## src/rtl/uart_tx_feeder.sv

```systemverilog
// Host-side TX word FIFO feeding a single UART transmitter. Each start request
// is held until the device, clocked in a slower domain, acknowledges by raising busy.
module uart_tx_feeder #(
   parameter int DEPTH      = 16,
   parameter int ADDR_WIDTH = 4,
   parameter int DATA_WIDTH = 9
) (
   input  logic                  Clk_In,
   input  logic                  Reset_In,
   input  logic                  Enable_In,
   input  logic                  Wr_En_In,
   input  logic [DATA_WIDTH-1:0] Wr_Data_In,
   output logic                  Full_Out,
   output logic                  Empty_Out,
   output logic [ADDR_WIDTH:0]   Count_Out,
   output logic                  Overflow_Out,
   input  logic                  Overflow_Clear_In,
   output logic                  Start_Signal_Out,
   output logic [DATA_WIDTH-1:0] Data_Out,
   input  logic                  TX_Busy_In,
   output logic                  Feeder_Busy_Out
);

   typedef enum logic [1:0] {
      IDLE      = 2'd0,
      REQ       = 2'd1,
      WAIT_DONE = 2'd2
   } state_t;

   localparam logic [ADDR_WIDTH:0] FULL_COUNT = (ADDR_WIDTH + 1)'(DEPTH);

   state_t                  state, state_nxt;
   logic                    busy_m, busy_s;
   logic [DATA_WIDTH-1:0]   mem [DEPTH];
   logic [ADDR_WIDTH-1:0]   wr_ptr, rd_ptr;
   logic [ADDR_WIDTH:0]     count, count_nxt;
   logic                    push, pop;
   logic                    start_nxt;
   logic [DATA_WIDTH-1:0]   data_nxt;

   // TX_Busy_In comes from the UART clock domain; only busy_s is used below.
   always_ff @(posedge Clk_In or posedge Reset_In) begin
      if (Reset_In) begin
         busy_m <= 1'b0;
         busy_s <= 1'b0;
      end else begin
         busy_m <= TX_Busy_In;
         busy_s <= busy_m;
      end
   end

   assign push = Wr_En_In & ~Full_Out;

   // NOTE: storage array has no reset; contents are unreachable until written,
   // and leaving it unreset lets it map onto plain RAM.
   always_ff @(posedge Clk_In) begin
      if (push) mem[wr_ptr] <= Wr_Data_In;
   end

   always_comb begin
      count_nxt = count;
      case ({push, pop})
         2'b10:   count_nxt = count + 1'b1;
         2'b01:   count_nxt = count - 1'b1;
         default: count_nxt = count;
      endcase
   end

   // Pointer wrap is implicit: DEPTH equals 2**ADDR_WIDTH.
   always_ff @(posedge Clk_In or posedge Reset_In) begin
      if (Reset_In) begin
         wr_ptr    <= '0;
         rd_ptr    <= '0;
         count     <= '0;
         Full_Out  <= 1'b0;
         Empty_Out <= 1'b1;
      end else begin
         if (push) wr_ptr <= wr_ptr + 1'b1;
         if (pop)  rd_ptr <= rd_ptr + 1'b1;
         count     <= count_nxt;
         Full_Out  <= (count_nxt == FULL_COUNT);
         Empty_Out <= (count_nxt == '0);
      end
   end

   assign Count_Out = count;

   // A dropped push outranks a same-cycle clear.
   always_ff @(posedge Clk_In or posedge Reset_In) begin
      if (Reset_In)                    Overflow_Out <= 1'b0;
      else if (Wr_En_In && Full_Out)   Overflow_Out <= 1'b1;
      else if (Overflow_Clear_In)      Overflow_Out <= 1'b0;
   end

   // NOTE: every output of this block gets a default first so no latch is inferred.
   always_comb begin
      state_nxt = state;
      pop       = 1'b0;
      start_nxt = Start_Signal_Out;
      data_nxt  = Data_Out;
      case (state)
         IDLE: begin
            if (Enable_In && !Empty_Out && !busy_s) begin
               pop       = 1'b1;
               data_nxt  = mem[rd_ptr];
               start_nxt = 1'b1;
               state_nxt = REQ;
            end
         end
         REQ: begin
            if (busy_s) begin
               start_nxt = 1'b0;
               state_nxt = WAIT_DONE;
            end
         end
         WAIT_DONE: begin
            if (!busy_s) state_nxt = IDLE;
         end
         default: begin
            start_nxt = 1'b0;
            state_nxt = IDLE;
         end
      endcase
   end

   // NOTE: sequential state uses non-blocking assignments so all flops update together.
   always_ff @(posedge Clk_In or posedge Reset_In) begin
      if (Reset_In) begin
         state            <= IDLE;
         Start_Signal_Out <= 1'b0;
         Data_Out         <= '0;
      end else begin
         state            <= state_nxt;
         Start_Signal_Out <= start_nxt;
         Data_Out         <= data_nxt;
      end
   end

   assign Feeder_Busy_Out = (state != IDLE);

endmodule

```

## config.mk

```make
export PLATFORM = sky130hd
export DESIGN_NAME = uart_tx_feeder
export DESIGN_NICKNAME = d
export VERILOG_FILES = /design/src/rtl/uart_tx_feeder.sv
export SDC_FILE = /design/constraint.sdc
export NUM_CORES = 1
export LEC_CHECK = 0
export ABC_AREA = 0
export ABC_CLOCK_PERIOD_IN_PS = 6250
export CAP_MARGIN = 0
export CORE_ASPECT_RATIO = 0.8
export CORE_UTILIZATION = 65
export CTS_CLUSTER_DIAMETER = 60
export DETAILED_ROUTE_END_ITERATION = 16
export DONT_BUFFER_PORTS = 1
export PLACE_DENSITY = 0.81
export SETUP_SLACK_MARGIN = 0.1
export SYNTH_ARGS = -nofsm -noshare
export SYNTH_HDL_FRONTEND = slang
export SYNTH_SLANG_ARGS = --single-unit
```

## constraint.sdc

```tcl
create_clock -name Clk_In -period 6.25 [get_ports Clk_In]
set_clock_uncertainty 0.15 [all_clocks]
set_input_delay 1.875 -clock Clk_In [delete_from_list [all_inputs] [get_ports Clk_In]]
set_output_delay 1.875 -clock Clk_In [all_outputs]
set_load 0.02 [all_outputs]
```

* Yosys cells after proc, flatten, opt, wreduce, memory -nomap -nowiden
Memories as Yosys holds them, arrays and structs flattened. A register that Yosys moved wholly into a read port is not among the register bits. Index checks and enable logic that the tools add are counted.
Storage, ports and cells: flip-flop bits (word level) 21, bits in latches 0, bits in writable memories 144, memory bits (read-only) 0, input bits 15, logic and storage cells 52, memories kept 1
Cells by class: add/sub/neg operators 4, multipliers 0, divide/modulo/power cells 0, order comparisons 0, equal/unequal tests 8, shift operators 0, mux-type cells 14, bitwise operators 3, reduce and logical (&&, ||, !) cells 12
Memories:
- mem | depth 16, bits a word 9, read ports 1, clocked after memory_dff 1, wr ports 1, RTL line 34 | logic [DATA_WIDTH-1:0] mem [DEPTH];
Operators by type and width (count):
- one-hot mux 5 bit (2 select lines) | 1
- adder 4 x 1 -> 4 bit (second input constant) | 2
- 2-to-1 mux 1 bit | 8
- 2-to-1 mux 2 bit | 3
- != test 2 bit (second input constant) | 3
- one-hot mux 2 bit (3 select lines) | 1
- AND reduction 3 bit | 2
- adder 5 x 1 -> 5 bit (second input constant) | 1
- == test 5 bit (second input constant) | 1
- logical NOT 5 bit | 1
- subtractor 5 x 1 -> 5 bit (second input constant) | 1
- == test 2 x 1 -> 1 bit (second input constant) | 2
- == test 2 bit (second input constant) | 2
- nonzero test 2 bit | 2
- logical AND 1 bit | 3
- one-hot mux 1 bit (3 select lines) | 1
- logical NOT 1 bit | 2
- logical NOT 2 bit | 1
- NOT 1 bit | 2
- AND reduction 2 bit | 1
- bitwise AND 1 bit | 1

* Depth between registers and ports, before layout
depth after elaboration 8, depth in mapped cells 11

* Worst setup path before layout
Ideal clock, no wire load.
path type input port to flip-flop, from input port Wr_En_In, to register Full_Out, arrival 3720 ps, required time 5979 ps, path slack 2259 ps, cell stages on the path 11, buffers on the path 1, cells stage by stage nor2b_1 -> buf_2 -> inv_1 -> nand3_2 -> xnor2_1 -> ha_1 -> or3b_2 -> o41ai_2 -> a22oi_2 -> xnor2_2 -> and4bb_1
Between the ends: cells in the longest elaborated chain, start to end 4, elaborated cells between the ends (all ways) 5
RTL lines:
- from (decl) | RTL line 11 | input logic Wr_En_In,
- bitwise AND 1 bit (*) | RTL line 52 | assign push = Wr_En_In & ~Full_Out;
- == test 2 x 1 -> 1 bit / == test 2 bit (equally long branches) | RTL line 62 | case ({push, pop})
- one-hot mux 5 bit (2 select lines) (*) | RTL line 62
- named net count_nxt[4] | RTL line 36 | logic [ADDR_WIDTH:0] count, count_nxt;
- == test 5 bit (*) | RTL line 81 | Full_Out <= (count_nxt == FULL_COUNT);
- to (signal assigned) | RTL line 81
- to (decl) | RTL line 13 | output logic Full_Out,
The timed path passes the listed nets; every way through them passes the cells marked *. A chain may end at the register's enable or synchronous reset.

* Final worst setup path
Ends and elaborated chain as after synthesis.

==> results.sh <==
export IMPL_status="completed"
export IMPL_clock_latency_ns=0.42
export IMPL_totalPowerFinal_w=0.00371
export IMPL_yosys_area_share_adder=0.0126
export IMPL_drt_iter0_markers=327
export IMPL_crit_required_ns=6.40
export IMPL_synth_top_family_by_area="multiplexers"
export IMPL_dieArea_sq_um=11100
export IMPL_hold_slack_ns=0.222
export IMPL_r2r_start="Full_Out$_DFF_PP0_"
export IMPL_cts_setup_buffers=0
export IMPL_worstSetupStartpointType="primary input"
export IMPL_synth_simple_area_share=0.0485
export IMPL_syn_cell_area_sq_um=6950
export IMPL_num_antenna_cells=0
export IMPL_hold_buffers=0
export IMPL_yosysWarnings=0
export IMPL_cts_tree="yes"
export IMPL_fin_tns_setup_ns=0
export IMPL_place_congestion=0.771
export IMPL_powerDensity_nw_per_um2=478
export IMPL_antenna_left=0
export IMPL_syn_avg_cell_area_sq_um=19.0
export IMPL_worst_pin_slew_ns=1.14
export IMPL_async_flop_share=0.172
export IMPL_syn_inst=366
export IMPL_hpwl_mm=8.17
export IMPL_drive_gt1_frac=0.224
export IMPL_initial_utilization=0.673
export IMPL_muxShareOfSynthArea=0.147
export IMPL_ys_types=41
export IMPL_arrival_ns=4.32
export IMPL_syn_nets=388
export IMPL_synth_main_ff_cell="edfxtp_1"
export IMPL_route_detailed_wl_per_inst_um=26.5
export IMPL_drcViolationCount=0
export IMPL_core_region_area_sq_um=10300
export IMPL_antenna_found_initial=0
export IMPL_r2r_end="Full_Out$_DFF_PP0_"
export IMPL_reg2regPathDepth=10
export IMPL_p_leak_nw=2.69
export IMPL_finalSetupViolations=0
export IMPL_rsz0062_at_grt="false"
export IMPL_synth_compound_area_frac=0.0308
export IMPL_hold_class="reg2reg"
export IMPL_hold_viol=0
export IMPL_finalCritPeriodShare=0.668
export IMPL_overflow=0
export IMPL_period_needed_ns=4.17
export IMPL_ys_seq_area_frac=0.731
export IMPL_synth_edf_count=144
export IMPL_ir_worst_vdd_v=0.000267
export IMPL_io_pins=34
export IMPL_r2r_slack_ns=3.04
export IMPL_cts_root_buf="clkbuf_16"
export IMPL_crit_path_end="Full_Out$_DFF_PP0_"
export IMPL_avgViaCountPerCell=6.64
export IMPL_via_count=3506
export IMPL_grt_pass1_vias=3531
export IMPL_fp_row_count=33
export IMPL_startpoint="Wr_En_In"
export IMPL_synth_xor_area_frac=0.0150
export IMPL_maxCapViolCount=0
export IMPL_n_fill_cell=563
export IMPL_grt_max_degree=40
export IMPL_synth_seq_cells=174
export IMPL_path_max_fanout=10
export IMPL_first_pass_iters=5
export IMPL_drt_total_wl_mm=14.0
export IMPL_fp_dieH_um=94.5
export IMPL_clkTransAtPathRegs_ns=0.06
export IMPL_numPortBuffers=0
export IMPL_htree_levels=4
export IMPL_cts_resized=0
export IMPL_clk_path_buf_depth=2
export IMPL_slew_violations=0
export IMPL_cts_buffers=17
export IMPL_path_class="in2reg"
export IMPL_final_cells=528
export IMPL_dp_cells=495
export IMPL_utilization=0.752
export IMPL_nets=397
export IMPL_slew_headroom=0.238
export IMPL_fmax_ghz=0.240
export IMPL_area_growth_pct=11.7
export IMPL_grt_total_usage=0.277
export IMPL_worstSetupEndpointType="register"
export IMPL_grt_pass1_wl_mm=21.2
export IMPL_die_width_um=118
export IMPL_clock_sinks=174
synth_stat cells, types with 6 or more instances:
cell type,number,area (sq um)
edfxtp_1,144,4320
dfrtp_1,29,726
o22ai_1,9,56.3
xnor2_1,8,70.1
inv_1,6,22.5
mux4_2,36,811
mux2i_1,19,190
nor2_1,16,60.1
ha_1,7,87.6
clkbuf_1,7,26.3
buf_2,8,40.0
nand2_1,19,71.3
a21o_1,10,75.1
power breakdown:
group	total [W]	internal, W	switching (W)
sequential	0.00165	0.00144	0.000209
clock	0.00115	0.000720	0.000434
combinational	0.000906	0.000424	0.000481
total	0.00371	0.00258	0.00112
kinds of logic after synthesis:
family          count (synthesis)
flops                         174
simple gates                   63
mux                            57
compound gates                 30
buf+inv                        24
xor+xnor                       11
fa+ha+maj                       7
per-stage QoR:
stage	setup WS (ns)	instance area, sq um
after CTS	2.14	7730
after detailed placement	1.68	7090
after global placement	1.86	7090
final	2.08	7760
after floorplan	2.26	6950
after global routing	1.84	7760
metal layers:
metal  global-route usage  share of wire
met1                0.361           0.39
met2                0.450           0.51
met3               0.0797          0.082
met4                0.108          0.020
met5                    0              0
state kept, by name (all words and copies together), names as in the netlist:
register and cells:
Data_Out 9, Start_Signal_Out 1, rd_ptr 4, busy_s 1
Full_Out 1, state 2, Count_Out 5, Empty_Out 1
busy_m 1, mem 144, Overflow_Out 1, wr_ptr 4
how the worst min path moves through the flow:
stage	from	endpoint	slack, ns	cells after the start
2_1_floorplan	busy_m$_DFF_PP0_	busy_s$_DFF_PP0_	0.18	0
3_3_place_gp	busy_m$_DFF_PP0_	busy_s$_DFF_PP0_	0.20	0
3_5_place_dp	busy_m$_DFF_PP0_	busy_s$_DFF_PP0_	0.19	0
4_1_cts	busy_m$_DFF_PP0_	busy_s$_DFF_PP0_	0.22	0
5_1_grt	busy_m$_DFF_PP0_	busy_s$_DFF_PP0_	0.22	0
6_report	busy_m$_DFF_PP0_	busy_s$_DFF_PP0_	0.22	0
layout by cell type (no fill, tap or decap), types with 2 or more instances in the layout:
| master | n |
|---|---|
| nand2_1 | 19 |
| clkbuf_16 | 17 |
| a21o_1 | 10 |
| clkbuf_1 | 3 |
| xnor2_1 | 8 |
| inv_1 | 6 |
| clkinvlp_4 | 2 |
| nand4_1 | 4 |
| bufinv_16 | 5 |
| mux4_2 | 36 |
| mux2_2 | 2 |
| nor3b_1 | 2 |
| ha_1 | 7 |
| nand2b_1 | 5 |
| xor2_1 | 2 |
| dfrtp_1 | 28 |
| o21ai_0 | 4 |
| clkinv_2 | 3 |
| edfxtp_1 | 144 |
| nor2b_1 | 2 |
| nor2_1 | 16 |
| nor3_1 | 5 |
| o22ai_1 | 9 |
| buf_4 | 7 |
| a21oi_1 | 2 |
| mux2i_1 | 19 |
final cells by class:
cell class                      count  area [sq um]  share of cell area
Clock inverter                     11           189              0.0243
Inverter                            6          22.5             0.00290
Clock buffer                       21           450              0.0580
Timing Repair Buffer                8          80.1              0.0103
Sequential cell                   174          5080               0.654
Tap cell                          140           175              0.0226
Multi-Input combinational cell    168          1770               0.228
worst max-delay path, stage by stage:
cell      delay [ns]
nor2b_1         0.65
inv_1           0.21
nand3_2         0.21
xnor2_1         0.14
ha_1            0.23
a21oi_1         0.07
nor2b_1         0.16
mux2_2          0.28
xor2_1          0.25
and4bb_1        0.25
(Power assumes the default switching activity.)
